--- config.mk ---
export PLATFORM = sky130hd
export DESIGN_NAME = vid_crop_pack
export DESIGN_NICKNAME = d
export VERILOG_FILES = /design/src/rtl/vid_crop_pack_pkg.sv /design/src/rtl/vid_crop_pack_px_counter.sv /design/src/rtl/vid_crop_pack.sv
export SDC_FILE = /design/constraint.sdc
export NUM_CORES = 1
export LEC_CHECK = 0
export BUFFER_PORTS_ARGS = -buffer_cell sky130_fd_sc_hd__buf_2
export CAP_MARGIN = 20
export CORE_ASPECT_RATIO = 0.8
export CORE_UTILIZATION = 60
export CTS_BUF_LIST = sky130_fd_sc_hd__clkbuf_2 sky130_fd_sc_hd__clkbuf_4 sky130_fd_sc_hd__clkbuf_8
export DETAILED_ROUTE_END_ITERATION = 7
export PLACE_DENSITY = 0.85
export SLEW_MARGIN = 10
export SYNTH_ARGS = -nofsm -noshare
export SYNTH_HDL_FRONTEND = slang
export SYNTH_HIERARCHICAL = 1
export SYNTH_SLANG_ARGS = --single-unit
export TNS_END_PERCENT = 20
--- constraint.sdc ---
create_clock -name iCLK -period 12.15 [get_ports iCLK]
set_clock_uncertainty 0.05 [all_clocks]
set_input_delay 2.43 -clock iCLK [delete_from_list [all_inputs] [get_ports iCLK]]
set_output_delay 2.43 -clock iCLK [all_outputs]
set_load 0.005 [all_outputs]
--- src/rtl/vid_crop_pack_pkg.sv ---
// rtl/vid_crop_pack_pkg.sv - shared video types, field offsets and RGB888->RGB555 rounding
package vid_crop_pack_pkg;

    typedef enum logic [1:0] {
        ST_IDLE,
        ST_ACTIVE,
        ST_DONE
    } vid_state_e;

    localparam int R8_LSB = 16;
    localparam int G8_LSB = 8;
    localparam int B8_LSB = 0;
    localparam int R5_LSB = 10;
    localparam int G5_LSB = 5;
    localparam int B5_LSB = 0;

    // Round to nearest, saturating at 31 when the +4 carries into bit 8.
    function automatic logic [4:0] round_c8(input logic [7:0] c8);
        logic [8:0] sum;
        sum = {1'b0, c8} + 9'd4;
        return sum[8] ? 5'd31 : sum[7:3];
    endfunction

    function automatic logic [14:0] rgb888_to_555(input logic [23:0] px);
        logic [14:0] res;
        res = '0;
        res[R5_LSB +: 5] = round_c8(px[R8_LSB +: 8]);
        res[G5_LSB +: 5] = round_c8(px[G8_LSB +: 8]);
        res[B5_LSB +: 5] = round_c8(px[B8_LSB +: 8]);
        return res;
    endfunction

endpackage

--- src/rtl/vid_crop_pack_px_counter.sv ---
// rtl/vid_crop_pack_px_counter.sv - column/row position counter with restart and last-pixel flag
module vid_crop_pack_px_counter #(
    parameter int H_ACTIVE = 640,
    parameter int V_ACTIVE = 480,
    parameter int XW       = 11,
    parameter int YW       = 10
) (
    input  logic          clk,
    input  logic          rst_n,
    input  logic          adv,
    input  logic          restart,
    output logic [XW-1:0] col,
    output logic [YW-1:0] row,
    output logic          last
);

    logic [XW-1:0] col_q, col_d;
    logic [YW-1:0] row_q, row_d;

    // col_q/row_q hold the position of the next pixel; restart forces it to (0,0).
    always_comb begin
        col   = restart ? '0 : col_q;
        row   = restart ? '0 : row_q;
        last  = (col == XW'(H_ACTIVE - 1)) && (row == YW'(V_ACTIVE - 1));
        col_d = col_q;
        row_d = row_q;
        if (adv) begin
            if (col == XW'(H_ACTIVE - 1)) begin
                col_d = '0;
                row_d = last ? '0 : row + 1'b1;
            end else begin
                col_d = col + 1'b1;
                row_d = row;
            end
        end
    end

    always_ff @(posedge clk or negedge rst_n) begin
        if (!rst_n) begin
            col_q <= '0;
            row_q <= '0;
        end else begin
            col_q <= col_d;
            row_q <= row_d;
        end
    end

endmodule

--- src/rtl/vid_crop_pack.sv ---
// rtl/vid_crop_pack.sv - frame crop with optional 2:1 decimation and RGB555 packing, 2-cycle latency
module vid_crop_pack
    import vid_crop_pack_pkg::*;
#(
    parameter int H_ACTIVE = 640,
    parameter int V_ACTIVE = 480,
    parameter int XW       = 11,
    parameter int YW       = 10
) (
    input  logic          iCLK,
    input  logic          iRESETn,
    input  logic          iCFG_EN,
    input  logic [XW-1:0] iCFG_X0,
    input  logic [YW-1:0] iCFG_Y0,
    input  logic [XW-1:0] iCFG_W,
    input  logic [YW-1:0] iCFG_H,
    input  logic          iCFG_DEC,
    input  logic [23:0]   iVID_DATA,
    input  logic          iVID_DV,
    input  logic          iVID_START,
    output logic [14:0]   oVID_DATA,
    output logic          oVID_DV,
    output logic          oVID_START,
    output logic          oFRAME_DONE,
    output logic          oERR_OVF
);

    vid_state_e    state_q, state_d;
    logic          en_q, en_d, dec_q, dec_d, started_q, started_d, ovf_q, ovf_d;
    logic [XW-1:0] x0_q, x0_d, w_q, w_d;
    logic [YW-1:0] y0_q, y0_d, h_q, h_d;
    logic          s1_dv_q, s1_dv_d, s1_start_q, s1_start_d, s1_done_q, s1_done_d;
    logic [23:0]   s1_data_q, s1_data_d;
    logic          out_dv_q, out_dv_d, out_start_q, out_start_d, done_q, done_d;
    logic [14:0]   out_data_q, out_data_d;

    logic          start_px, proc, last, keep, in_x, in_y, dec_ok;
    logic [XW-1:0] col;
    logic [YW-1:0] row;
    logic [XW:0]   x_end;
    logic [YW:0]   y_end;

    assign start_px = iVID_DV & iVID_START;
    assign proc     = start_px | (iVID_DV & (state_q == ST_ACTIVE));

    vid_crop_pack_px_counter #(
        .H_ACTIVE (H_ACTIVE),
        .V_ACTIVE (V_ACTIVE),
        .XW       (XW),
        .YW       (YW)
    ) u_px_counter (
        .clk     (iCLK),
        .rst_n   (iRESETn),
        .adv     (proc),
        .restart (start_px),
        .col     (col),
        .row     (row),
        .last    (last)
    );

    // The START pixel itself is judged against the config being captured on it.
    always_comb begin
        en_d  = start_px ? iCFG_EN  : en_q;
        x0_d  = start_px ? iCFG_X0  : x0_q;
        y0_d  = start_px ? iCFG_Y0  : y0_q;
        w_d   = start_px ? iCFG_W   : w_q;
        h_d   = start_px ? iCFG_H   : h_q;
        dec_d = start_px ? iCFG_DEC : dec_q;

        x_end  = {1'b0, x0_d} + {1'b0, w_d};
        y_end  = {1'b0, y0_d} + {1'b0, h_d};
        in_x   = (col >= x0_d) && ({1'b0, col} < x_end);
        in_y   = (row >= y0_d) && ({1'b0, row} < y_end);
        dec_ok = !dec_d || ((col[0] == x0_d[0]) && (row[0] == y0_d[0]));
        keep   = proc && en_d && in_x && in_y && dec_ok;

        started_d = start_px ? keep : (started_q | keep);
    end

    always_comb begin
        state_d = state_q;
        ovf_d   = ovf_q;
        case (state_q)
            ST_IDLE:   if (proc) state_d = last ? ST_DONE : ST_ACTIVE;
            ST_ACTIVE: if (proc) state_d = last ? ST_DONE : ST_ACTIVE;
            ST_DONE: begin
                if (proc)         state_d = last ? ST_DONE : ST_ACTIVE;
                else if (iVID_DV) ovf_d   = 1'b1;
            end
            default:   state_d = ST_IDLE;
        endcase
        if (start_px) ovf_d = 1'b0;
    end

    always_comb begin
        s1_dv_d     = keep;
        s1_start_d  = keep && (start_px || !started_q);
        s1_done_d   = proc && last;
        s1_data_d   = keep ? iVID_DATA : s1_data_q;
        out_dv_d    = s1_dv_q;
        out_start_d = s1_start_q;
        done_d      = s1_done_q;
        out_data_d  = s1_dv_q ? rgb888_to_555(s1_data_q) : out_data_q;
    end

    always_ff @(posedge iCLK or negedge iRESETn) begin
        if (!iRESETn) begin
            state_q     <= ST_IDLE;
            en_q        <= 1'b0;
            x0_q        <= '0;
            y0_q        <= '0;
            w_q         <= '0;
            h_q         <= '0;
            dec_q       <= 1'b0;
            started_q   <= 1'b0;
            ovf_q       <= 1'b0;
            s1_dv_q     <= 1'b0;
            s1_start_q  <= 1'b0;
            s1_done_q   <= 1'b0;
            s1_data_q   <= '0;
            out_dv_q    <= 1'b0;
            out_start_q <= 1'b0;
            done_q      <= 1'b0;
            out_data_q  <= '0;
        end else begin
            state_q     <= state_d;
            en_q        <= en_d;
            x0_q        <= x0_d;
            y0_q        <= y0_d;
            w_q         <= w_d;
            h_q         <= h_d;
            dec_q       <= dec_d;
            started_q   <= started_d;
            ovf_q       <= ovf_d;
            s1_dv_q     <= s1_dv_d;
            s1_start_q  <= s1_start_d;
            s1_done_q   <= s1_done_d;
            s1_data_q   <= s1_data_d;
            out_dv_q    <= out_dv_d;
            out_start_q <= out_start_d;
            done_q      <= done_d;
            out_data_q  <= out_data_d;
        end
    end

    assign oVID_DATA   = out_data_q;
    assign oVID_DV     = out_dv_q;
    assign oVID_START  = out_start_q;
    assign oFRAME_DONE = done_q;
    assign oERR_OVF    = ovf_q;

endmodule

==> results.md, run 1 <==
* Fmax at 127 MHz
* Mapped cell area at 6790 um2
* CP Data Required Time at 12.38 ns
* Synth unique cells at 78
* Leak at 0.00379 uW
* Core ar. at 10900 um2
* CTS Buffer Depth at 2
* WL/cell at 16.5 um
* Area taken by multi-input logic gates at 3830 um2
* H-tree Lvls at 3
* Initial Util at 62.1%
* RSZ-0062 raised after global routing: false
* Layout area overhead at 10.9%
* First DRT Iteration DRCs at 250
* Routed WL at 14300 um
* # setup viols final at 0
* Chip width at 121 um
* Vias in the first global route at 5246
* Site Rows at 34
* Clock Sink Count at 108
* Drt pass-1 iters at 6
* Max FO, Critical Path at 21
* Setup ws final at 4.25 ns
* Slew @ Worst Pin at 0.754 ns
* Startpoint Class: input pin
* TritonCTS Buffers at 9
* Max_slew headroom at 49.7%
* Initial antenna violation count at 0
* Register bit total from synthesis at 108
* CP Capture Type: register
* VDD IR max at 76.2 uV
* Fill cell count at 809
* Largest net degree at the start of global routing at 61
* Chip height at 97.1 um
* # port buffers at 84
* Power Density at 128 nW/um2
* Syn Area/Cell at 10.6 um2
* First-pass GRT wire length at 24400 um
* Clock transition at path regs at 0.11 ns
* Hold buffers post-CTS at 0
* Total number of vias at 5144
* Post-CTS Setup Bufs at 0
* Status: complete, no violations
* Tmin final at 7.90 ns
* CTS tree: done
* Critical Path AT at 8.13 ns
* Layout Utilization at 68.9%
* IO Count at 91
* Setup TNS at 0 ns
* Final Hold Fails at 0
* Post-route DRC at 0
* Layout cell share with drive strength beyond 1 at 24.3%
* Cells after Synth at 638
* Final Max Tran Viols at 0
* Post-synth EDFFs at 0
* Gp weighted congestion at 0.852
* Diodes inserted at 0
* Avg Vias per Cell at 5.92
* Post-CTS sizing at 0
* Post-Syn Nets at 777
* Final #Nets at 859
* Dpl ws at 4.38 ns
* Tcrit/Tclk final at 65.0%
* GRT Overall Usage at 25.8%
* Area of the die at 11700 um2
* Max_cap viols at 0
* HP Class: reg -> reg
* Crit path kind: in -> reg
* Post-synth top flop: dfrtp_1
* GR Overflow Total at 0
* Post-synthesis async set-or-reset flop share at 100%
* Worst skew pair latency at 0.38 ns
* Sequential-to-total area share from yosys stat at 39.8%
* Post-DRT Antenna Nets at 0
* Synth warn at 6
* Root cell of the clock tree: clkbuf_8
* Reg area at 2700 um2
* Final HPWL DP at 10600 um
[state kept, by name, summed over array words and instances, names as in the netlist, 2 cells and up]
name                count
h_q                    10
x0_q                   11
oVID_DATA              15
s1_data_q              18
w_q                    11
u_px_counter/row_q     10
u_px_counter/col_q     11
y0_q                   10
state_q                 2
[cell families (layout without fill, tap and decap cells)]
kind of cell | after synthesis | after routing | synth area share, %
xor gates and xnor gates | 23 | 23 | 2.97
muxes | 74 | 74 | 12.9
buffers and inverters | 61 | 148 | 3.81
AOI/OAI and AO/OA | 127 | 127 | 13.3
DFF | 108 | 108 | 39.8
adders and majority gates | 68 | 68 | 12.7
and+or+nand+nor | 177 | 177 | 14.5
[stage by stage]
step / cells / hold slack (ns) / power [uW] / instance area (um2)
after CTS: 869 / 0.315 / 967 / 7530
after detailed placement: 853 / 0.291 / 739 / 7330
after global placement: 853 / 0.286 / 719 / 7330
final: 869 / 0.311 / 964 / 7530
after floorplan: 638 / 0.281 / 654 / 6790
after global routing: 869 / 0.323 / 1030 / 7530
[placed cells by master, fill, tap and decap left out, types with 17 or more instances in the layout]
cell / count
mux2i_1: 17
mux2_4: 17
nand2_1: 38
dfrtp_1: 108
nor2_1: 28
a21oi_1: 22
mux2_2: 39
nand3_1: 29
buf_2: 83
nor2b_1: 22
ha_1: 65
o21ai_0: 30
inv_1: 41
[worst paths after layout]
path	from	endpoint	slack (ns)	depth (start not counted)
hold reg to reg	done_d	oFRAME_DONE	0.31	0
setup / recovery	iVID_DV	s1_data_q[2]	4.25	19
setup reg to reg	x0_q[1]	s1_data_q[2]	6.69	17
min in group asynchronous	iRESETn	oVID_DATA[13]	2.00	1
max in group asynchronous	iRESETn	x0_q[5]	8.85	2
hold / removal	done_d	oFRAME_DONE	0.31	0
[power breakdown]
group          internal (uW)  switching (uW)  total (uW)
clock network           82.3             142         224
registers                392            21.1         413
logic                    147             180         327
total                    621             342         964
[layer usage]
layer / GRT usage (%) / wire length, um / up-vias / part of all wire (%)
met4: 8.07 / 300 / 0 / 2.1
met2: 41.9 / 6660 / 154 / 46
met3: 4.69 / 736 / 27 / 5.1
met5: 0 / 0 / - / 0
met1: 34.9 / 6650 / 2480 / 46
li1: - / - / 2483 / -
[synth_stat cells, types with 9 or more instances]
| cell | number | share of area, % |
|---|---|---|
| clkbuf_1 | 10 | 0.55 |
| o22a_1 | 9 | 1.2 |
| nor2b_1 | 22 | 2.0 |
| inv_1 | 41 | 2.3 |
| o21ai_0 | 30 | 2.2 |
| nand3_1 | 29 | 2.1 |
| dfrtp_1 | 108 | 40 |
| a21oi_1 | 22 | 1.6 |
| xor2_1 | 14 | 1.8 |
| xnor2_1 | 9 | 1.2 |
| nor2_1 | 28 | 1.5 |
| mux2_4 | 17 | 3.8 |
| ha_1 | 65 | 12 |
| nand2_1 | 38 | 2.1 |
| mux2i_1 | 17 | 2.5 |
| mux2_2 | 39 | 6.5 |
| nor3_1 | 10 | 0.74 |
[worst max-delay path, cell delays in order]
cell and delay (ns):
buf_2 0.16, nand2_2 0.21, inv_2 0.43, mux2_2 0.40, ha_1 0.34, and2_1 0.19
a2111oi_1 0.50, nor4_1 0.14, o31a_1 0.33, o21ai_2 0.21, nand2_1 0.09, ha_1 0.20
a2111oi_0 0.62, o21ai_0 0.28, a31oi_2 0.30, a211oi_2 0.12, a2111oi_4 0.39, buf_4 0.41
mux2_1 0.36
[area by class of cell]
class	count	share of cell area (%)
Inverter	43	2.14
Clock inverter	7	0.980
Multi-Input combinational cell	469	50.8
Sequential cell	108	35.9
Timing Repair Buffer	89	6.11
Clock buffer	9	1.65
Tap cell	144	2.39
(Power assumes the default switching activity.)
==> run 2: changes to the inputs <==
- ABC_AREA: unset -> 1
- PLACE_DENSITY: 0.85 -> 0.84
- clock period: 12.15 -> 8.1 ns (I/O delays scaled with it)
==> run 2 against run 1 <==
Against the previous run:
- clock power is 67% higher
- wire length is 9.2% higher
- count of clock-buffer cells in the layout is 1 higher
- first-iteration DRC count is 35% higher
- hold slack worse by 0.0014 ns
- via count is 19% higher
- critical path type unchanged
- critical endpoint is now s1_data_q[7]
- highest routed layer unchanged
==> results.md, run 2 <==
* CP Data Required Time at 8.33 ns
* Setup TNS at 0 ns
* Max_slew headroom at 37.4%
* Register bit total from synthesis at 108
* Post-CTS Setup Bufs at 0
* Layout area overhead at 10.1%
* GR Overflow Total at 0
* First DRT Iteration DRCs at 337
* Largest net degree at the start of global routing at 76
* Worst reg-to-reg path cell count at 22
* Commonest non-fill, non-tap cell in the layout: nand2_1
* Drt pass-1 iters at 7
* Final HPWL DP at 11700 um
* Chip height at 99.9 um
* Core ar. at 11600 um2
* Met3 usage at 4.26%
* Hold Path Origin: out_start_d
* Fmax at 179 MHz
* Min-Delay Path Depth at 0
* Synth top area share at 37.6%
* Max FO, Critical Path at 50
* Synth area leaders: dfrtp_1 38%, nand2_1 15%, ha_1 11%
* Area of the die at 12400 um2
* Startpoint Class: input pin
* TritonCTS Buffers at 9
* Final Max Tran Viols at 0
* Power, Total at 1360 uW
* H-tree Lvls at 3
* RSZ-0062 raised after global routing: false
* Layout Utilization at 68.2%
* Max_cap viols at 0
* Initial antenna violation count at 0
* Top Usage Layer GRT: met2
* Most common cell in the netlist: nand2_1
* Post-CTS sizing at 0
* Final #Nets at 1152
* Post-route cell area at 7910 um2
* Gp weighted congestion at 0.883
* CTS tree: done
* Post-route DRC at 0
* Root cell of the clock tree: clkbuf_8
* Post-synth top flop: dfrtp_1
* Tmin final at 5.59 ns
* Initial Util at 61.9%
* Clock transition at path regs at 0.11 ns
* Most instantiated cells after synthesis: 287 x nand2_1, 111 x inv_1, 108 x dfrtp_1, 65 x ha_1, 62 x nand3_1
* Most frequent cells in the layout: 287 x nand2_1, 111 x inv_1, 108 x dfrtp_1
* Layout cell share with drive strength beyond 1 at 16.4%
* Slew @ Worst Pin at 0.939 ns
* Synth warn at 6
* Post-DRT Antenna Nets at 0
* Worst Hold End: oVID_START
* # port buffers at 84
* Post-synth EDFFs at 0
* Flop2flop setup slack at 3.98 ns
* Sequential-to-total area share from yosys stat at 37.6%
* # setup viols final at 0
* First-pass GRT wire length at 26900 um
* Power Density at 172 nW/um2
* Area after DPL at 7680 um2
* Clock Sink Count at 108
* VDD IR max at 119 uV
* Post-Syn Nets at 1074
* WL/cell at 13.4 um
* Tcrit/Tclk final at 69.0%
* GRT Overall Usage at 26.7%
* Worst skew pair latency at 0.38 ns
* Syn Area/Cell at 7.68 um2
* Largest register FFs at 18
* Avg Vias per Cell at 5.27
* Mapped cell area at 7180 um2
* Worst reg2reg endpoint: s1_data_q[7]
* Vias in the first global route at 6001
* Top reg by flops: s1_data_q
* Synth unique cells at 46
* CP Capture Type: register
* IO Count at 91
* Diodes inserted at 0
* HP Class: reg -> reg
* Met1 usage at 34.9%
* Biggest area consumer among synthesized cells: dfrtp_1
* Worst hold slack at 0.310 ns
* Routed WL at 15700 um
* Site Rows at 35
* CTS Buffer Depth at 2
* Hold buffers post-CTS at 0
* R2R Path Start: x0_q[1]
* Final Hold Fails at 0
* Critical Path AT at 5.82 ns
* Chip width at 124 um
* GRT met2 Usage at 46.1%
* Total number of vias at 6147
* Leak at 0.00438 uW
* Crit path kind: in -> reg
* Post-synthesis async set-or-reset flop share at 100%
* Status: complete, no violations
* Cells after Synth at 935
run 2: cell types whose count changed in the layout (fill, tap and decap cells not counted), moves of 11 or more:
cell and delta:
inv_1 +70, mux2_4 -17, a21oi_1 +23, nand2_1 +249, mux2i_1 -16, nand3_1 +33, nor2_1 +23, nor2b_1 -22
mux2_2 -39, or2_2 +11
run 2: where the power goes:
| part | switching, uW | internal [uW] |
|---|---|---|
| registers | 18.9 | 576 |
| clock network | 192 | 181 |
| logic | 240 | 150 |
| total | 450 | 907 |
run 2: cell type report:
class	count	area [um2]
fill	965	3690
multi-input combinational	683	3880
inverter	123	462
clock buffer	10	131
clock inverter	6	93.8
sequential	108	2700
tap	148	185
timing repair buffer	88	453
run 2: worst max-delay path, stage by stage:
cell and delay, ns:
buf_2 0.14, nand2_2 0.07, inv_2 0.03, buf_4 0.29, or2_2 0.34, o21ai_0 0.20, inv_1 0.12, ha_1 0.30
nand3_1 0.07, and2_1 0.20, nand3b_1 0.18, o21ai_0 0.31, xor2_1 0.20, ha_1 0.26, nand2_1 0.09, nor2_1 0.05
nor3_1 0.13, nand2_1 0.08, nand2_1 0.06, nand2_1 0.04, nand2_1 0.06, nand2_1 0.08, nand2_4 0.20, nand3_2 0.42
nand2_1 0.19, nand2_1 0.07
run 2: cells by family (layout without fill, tap and decap cells):
kind of cell | Yosys count | count (layout) | share of synthesized area [%]
fa+ha+maj | 67 | 67 | 11.9
flops | 108 | 108 | 37.6
mux | 1 | 1 | 0.139
xor+xnor | 28 | 28 | 3.41
buf+inv | 144 | 227 | 8.34
simple gates | 473 | 473 | 29.9
compound gates | 114 | 114 | 8.67
run 2: worst max path at each step:
stage	from	to	slack, ns	cells after the start
global route	iVID_DV	s1_data_q[13]	2.09	26
finish	iVID_DV	s1_data_q[7]	2.51	26
CTS	iVID_DV	s1_data_q[7]	2.53	26
detailed placement	iVID_DV	s1_data_q[7]	2.15	26
global placement	iVID_DV	s1_data_q[13]	2.29	26
floorplan	iVID_START	s1_data_q[12]	2.86	29
run 2: layer usage:
layer  wire [um]  vias up
met2        7450      125
li1            -     3162
met5           0        -
met1        7310     2824
met4         322        0
met3         571       36
run 2: through the flow:
step	setup slack, ns	std cells
after global routing	2.09	1166
after CTS	2.53	1166
after floorplan	2.86	935
final	2.51	1166
after global placement	2.29	1150
after detailed placement	2.15	1150
==> run 3: changes to the inputs <==
- ABC_AREA: 1 -> 0
- PLACE_DENSITY: 0.84 -> 0.85
- clock period: 8.1 -> 5.6 ns (I/O delays scaled with it)
==> run 3 against run 2 <==
Against the previous run:
- sequential cell count unchanged
- via count fell by 11%
- sequential share of layout area decreased by 0.25 points
- final area increased by 0.74%
- cell count down 22%
- hold slack worse by 0.0038 ns
- wire length up 2.1%
- critical path depth shrank 2
- count of clock-buffer cells in the layout is 1 lower
- utilization is 4.7 points higher
- combinational power grew 110%
- power is 65% higher
- largest cell class unchanged
==> results.md, run 3 (synthesis gave the netlist of run 1 again) <==
* Chip width at 121 um
* Worst reg-to-reg path cell count at 18
* Root cell of the clock tree: clkbuf_8
* Setup ws final at 0.120 ns
* # setup viols final at 0
* Largest net degree at the start of global routing at 61
* Hold buffers post-CTS at 0
* Largest stage delay, worst path at 0.35 ns
* Diodes inserted at 0
* # port buffers at 84
* CP Capture Type: register
* Total number of vias at 5480
* H-tree Lvls at 3
* Drt pass-1 iters at 5
* Max_cap viols at 0
* Avg Vias per Cell at 6.03
* Site Rows at 34
* Chip height at 97.1 um
* Layout cell share with drive strength beyond 1 at 29.0%
* HP Class: reg -> reg
* Most frequent cells in the layout: 108 x dfrtp_1, 83 x buf_2, 65 x ha_1
* Tmin final at 5.48 ns
* Flop2flop setup slack at 0.93 ns
* Top reg by flops: s1_data_q
* Routed WL at 16000 um
* WL/cell at 17.6 um
* Commonest non-fill, non-tap cell in the layout: dfrtp_1
* GR Overflow Total at 0
* Critical Path AT at 5.70 ns
* GRT met2 Usage at 48.0%
* Area of the die at 11700 um2
* VDD IR max at 217 uV
* Post-DRT Antenna Nets at 0
* Worst-path cell chain: buf_2 -> nand2_4 -> inv_6 -> buf_4 -> mux2_2 -> ha_1 -> buf_4 -> nor2b_1 -> o21ai_1 -> a21boi_0 -> o21ai_1 -> a21o_1 -> a211oi_1 -> nor3b_1 -> ha_1 -> nand2_1 -> or3_1 -> nor3_1 -> a31oi_2 -> a211oi_2 -> a2111oi_4 -> buf_4 -> buf_12 -> mux2_1
* Worst reg2reg endpoint: s1_data_q[2]
* Leak at 0.00402 uW
* Final #Nets at 899
* Met3 usage at 4.87%
* First-pass GRT wire length at 26700 um
* Final Hold Fails at 0
* Crit path launch: iVID_START
* Worst skew pair latency at 0.38 ns
* CTS tree: done
* Top cell by count, worst path: buf_4
* Layout area overhead at 17.4%
* Critical Path End: s1_data_q[2]
* Gp weighted congestion at 0.846
* R2R Path Start: w_q[4]
* Power Density at 281 nW/um2
* Post-route cell area at 7970 um2
* IO Count at 91
* Final HPWL DP at 12000 um
* Dpl ws at -0.337 ns
* Area after DPL at 7630 um2
* Met1 usage at 37.6%
* TritonCTS Buffers at 9
* Largest register FFs at 18
* Initial Util at 62.1%
* Fmax at 182 MHz
* Initial antenna violation count at 0
* CP max stage cell: ha_1
* Slew @ Worst Pin at 0.763 ns
* Final Max Tran Viols at 0
* Tcrit/Tclk final at 97.9%
* Clock transition at path regs at 0.11 ns
* Top Usage Layer GRT: met2
* CP Data Required Time at 5.82 ns
* Core ar. at 10900 um2
* Max FO, Critical Path at 11
* Max_slew headroom at 49.1%
* GRT Overall Usage at 28.7%
* CTS Buffer Depth at 2
* Clock Sink Count at 108
* Status: complete, no violations
* Crit path kind: in -> reg
* First DRT Iteration DRCs at 341
* Startpoint Class: input pin
* Vias in the first global route at 5638
* Post-route DRC at 0
-- run 3: changes by cell type in the layout (fill, tap and decap cells not counted), sizes merged, moves of 17 or more --
cell,before,now
buf,88,128
inv,125,45
nor2,67,28
nor2b,0,22
o21ai,50,33
a21oi,45,22
mux2,0,57
nand3,67,29
nand2,301,39
-- run 3: stage by stage --
step,util (%),hold slack (ns),power (uW),setup TNS (ns),cells
floorplan,-,0.281,1420,0,638
global placement,69.8,0.284,1640,-2.22,889
detailed placement,69.8,0.286,1700,-5.58,889
CTS,72.2,0.311,2220,0,907
global route,72.9,0.320,2390,-0.234,909
finish,72.9,0.306,2240,0,909
-- run 3: worst max-delay path, delay by kind of cell --
family	cells	cell delay, ns
compound gates	8	1.44
simple gates	6	0.99
buf+inv	6	0.82
mux	2	0.66
fa+ha+maj	2	0.66
-- run 3: how the worst min path moves through the flow --
| stage | startpoint | end | slack, ns | depth (start not counted) |
|---|---|---|---|---|
| after floorplan | done_d | oFRAME_DONE | 0.28 | 0 |
| after global placement | out_start_d | oVID_START | 0.28 | 0 |
| after detailed placement | out_start_d | oVID_START | 0.29 | 0 |
| after CTS | out_start_d | oVID_START | 0.31 | 0 |
| after global routing | out_start_d | oVID_START | 0.32 | 0 |
| final | out_start_d | oVID_START | 0.31 | 0 |
-- run 3: what timing repair did --
item,4_1_cts,5_1_grt
resized for setup,1,14
pin swaps,2,8
endpoints found under the setup margin,2,20
gates cloned,1,0
buffers inserted,1,2
-- run 3: area by class of cell --
| class | instances | area, um2 |
|---|---|---|
| fillers | 757 | 2960 |
| flip-flops and latches | 108 | 2700 |
| well taps | 144 | 180 |
| repair buffers | 129 | 811 |
| inverters | 43 | 166 |
| multi-input cells | 469 | 3890 |
| clock inverters | 7 | 92.6 |
| clock buffers | 9 | 124 |
-- run 3: routing by layer --
metal | vias up | part of all wire [%]
met1 | 2677 | 43
li1 | 2566 | -
met4 | 0 | 2.6
met2 | 199 | 49
met3 | 38 | 5.3
met5 | - | 0
-- run 3: power by group --
| part | internal [uW] | leakage (uW) | switching, uW |
|---|---|---|---|
| Sequential | 850 | 0.00139 | 47.1 |
| Clock | 219 | 0.000108 | 293 |
| Combinational | 398 | 0.00252 | 435 |
| Total | 1470 | 0.00402 | 776 |
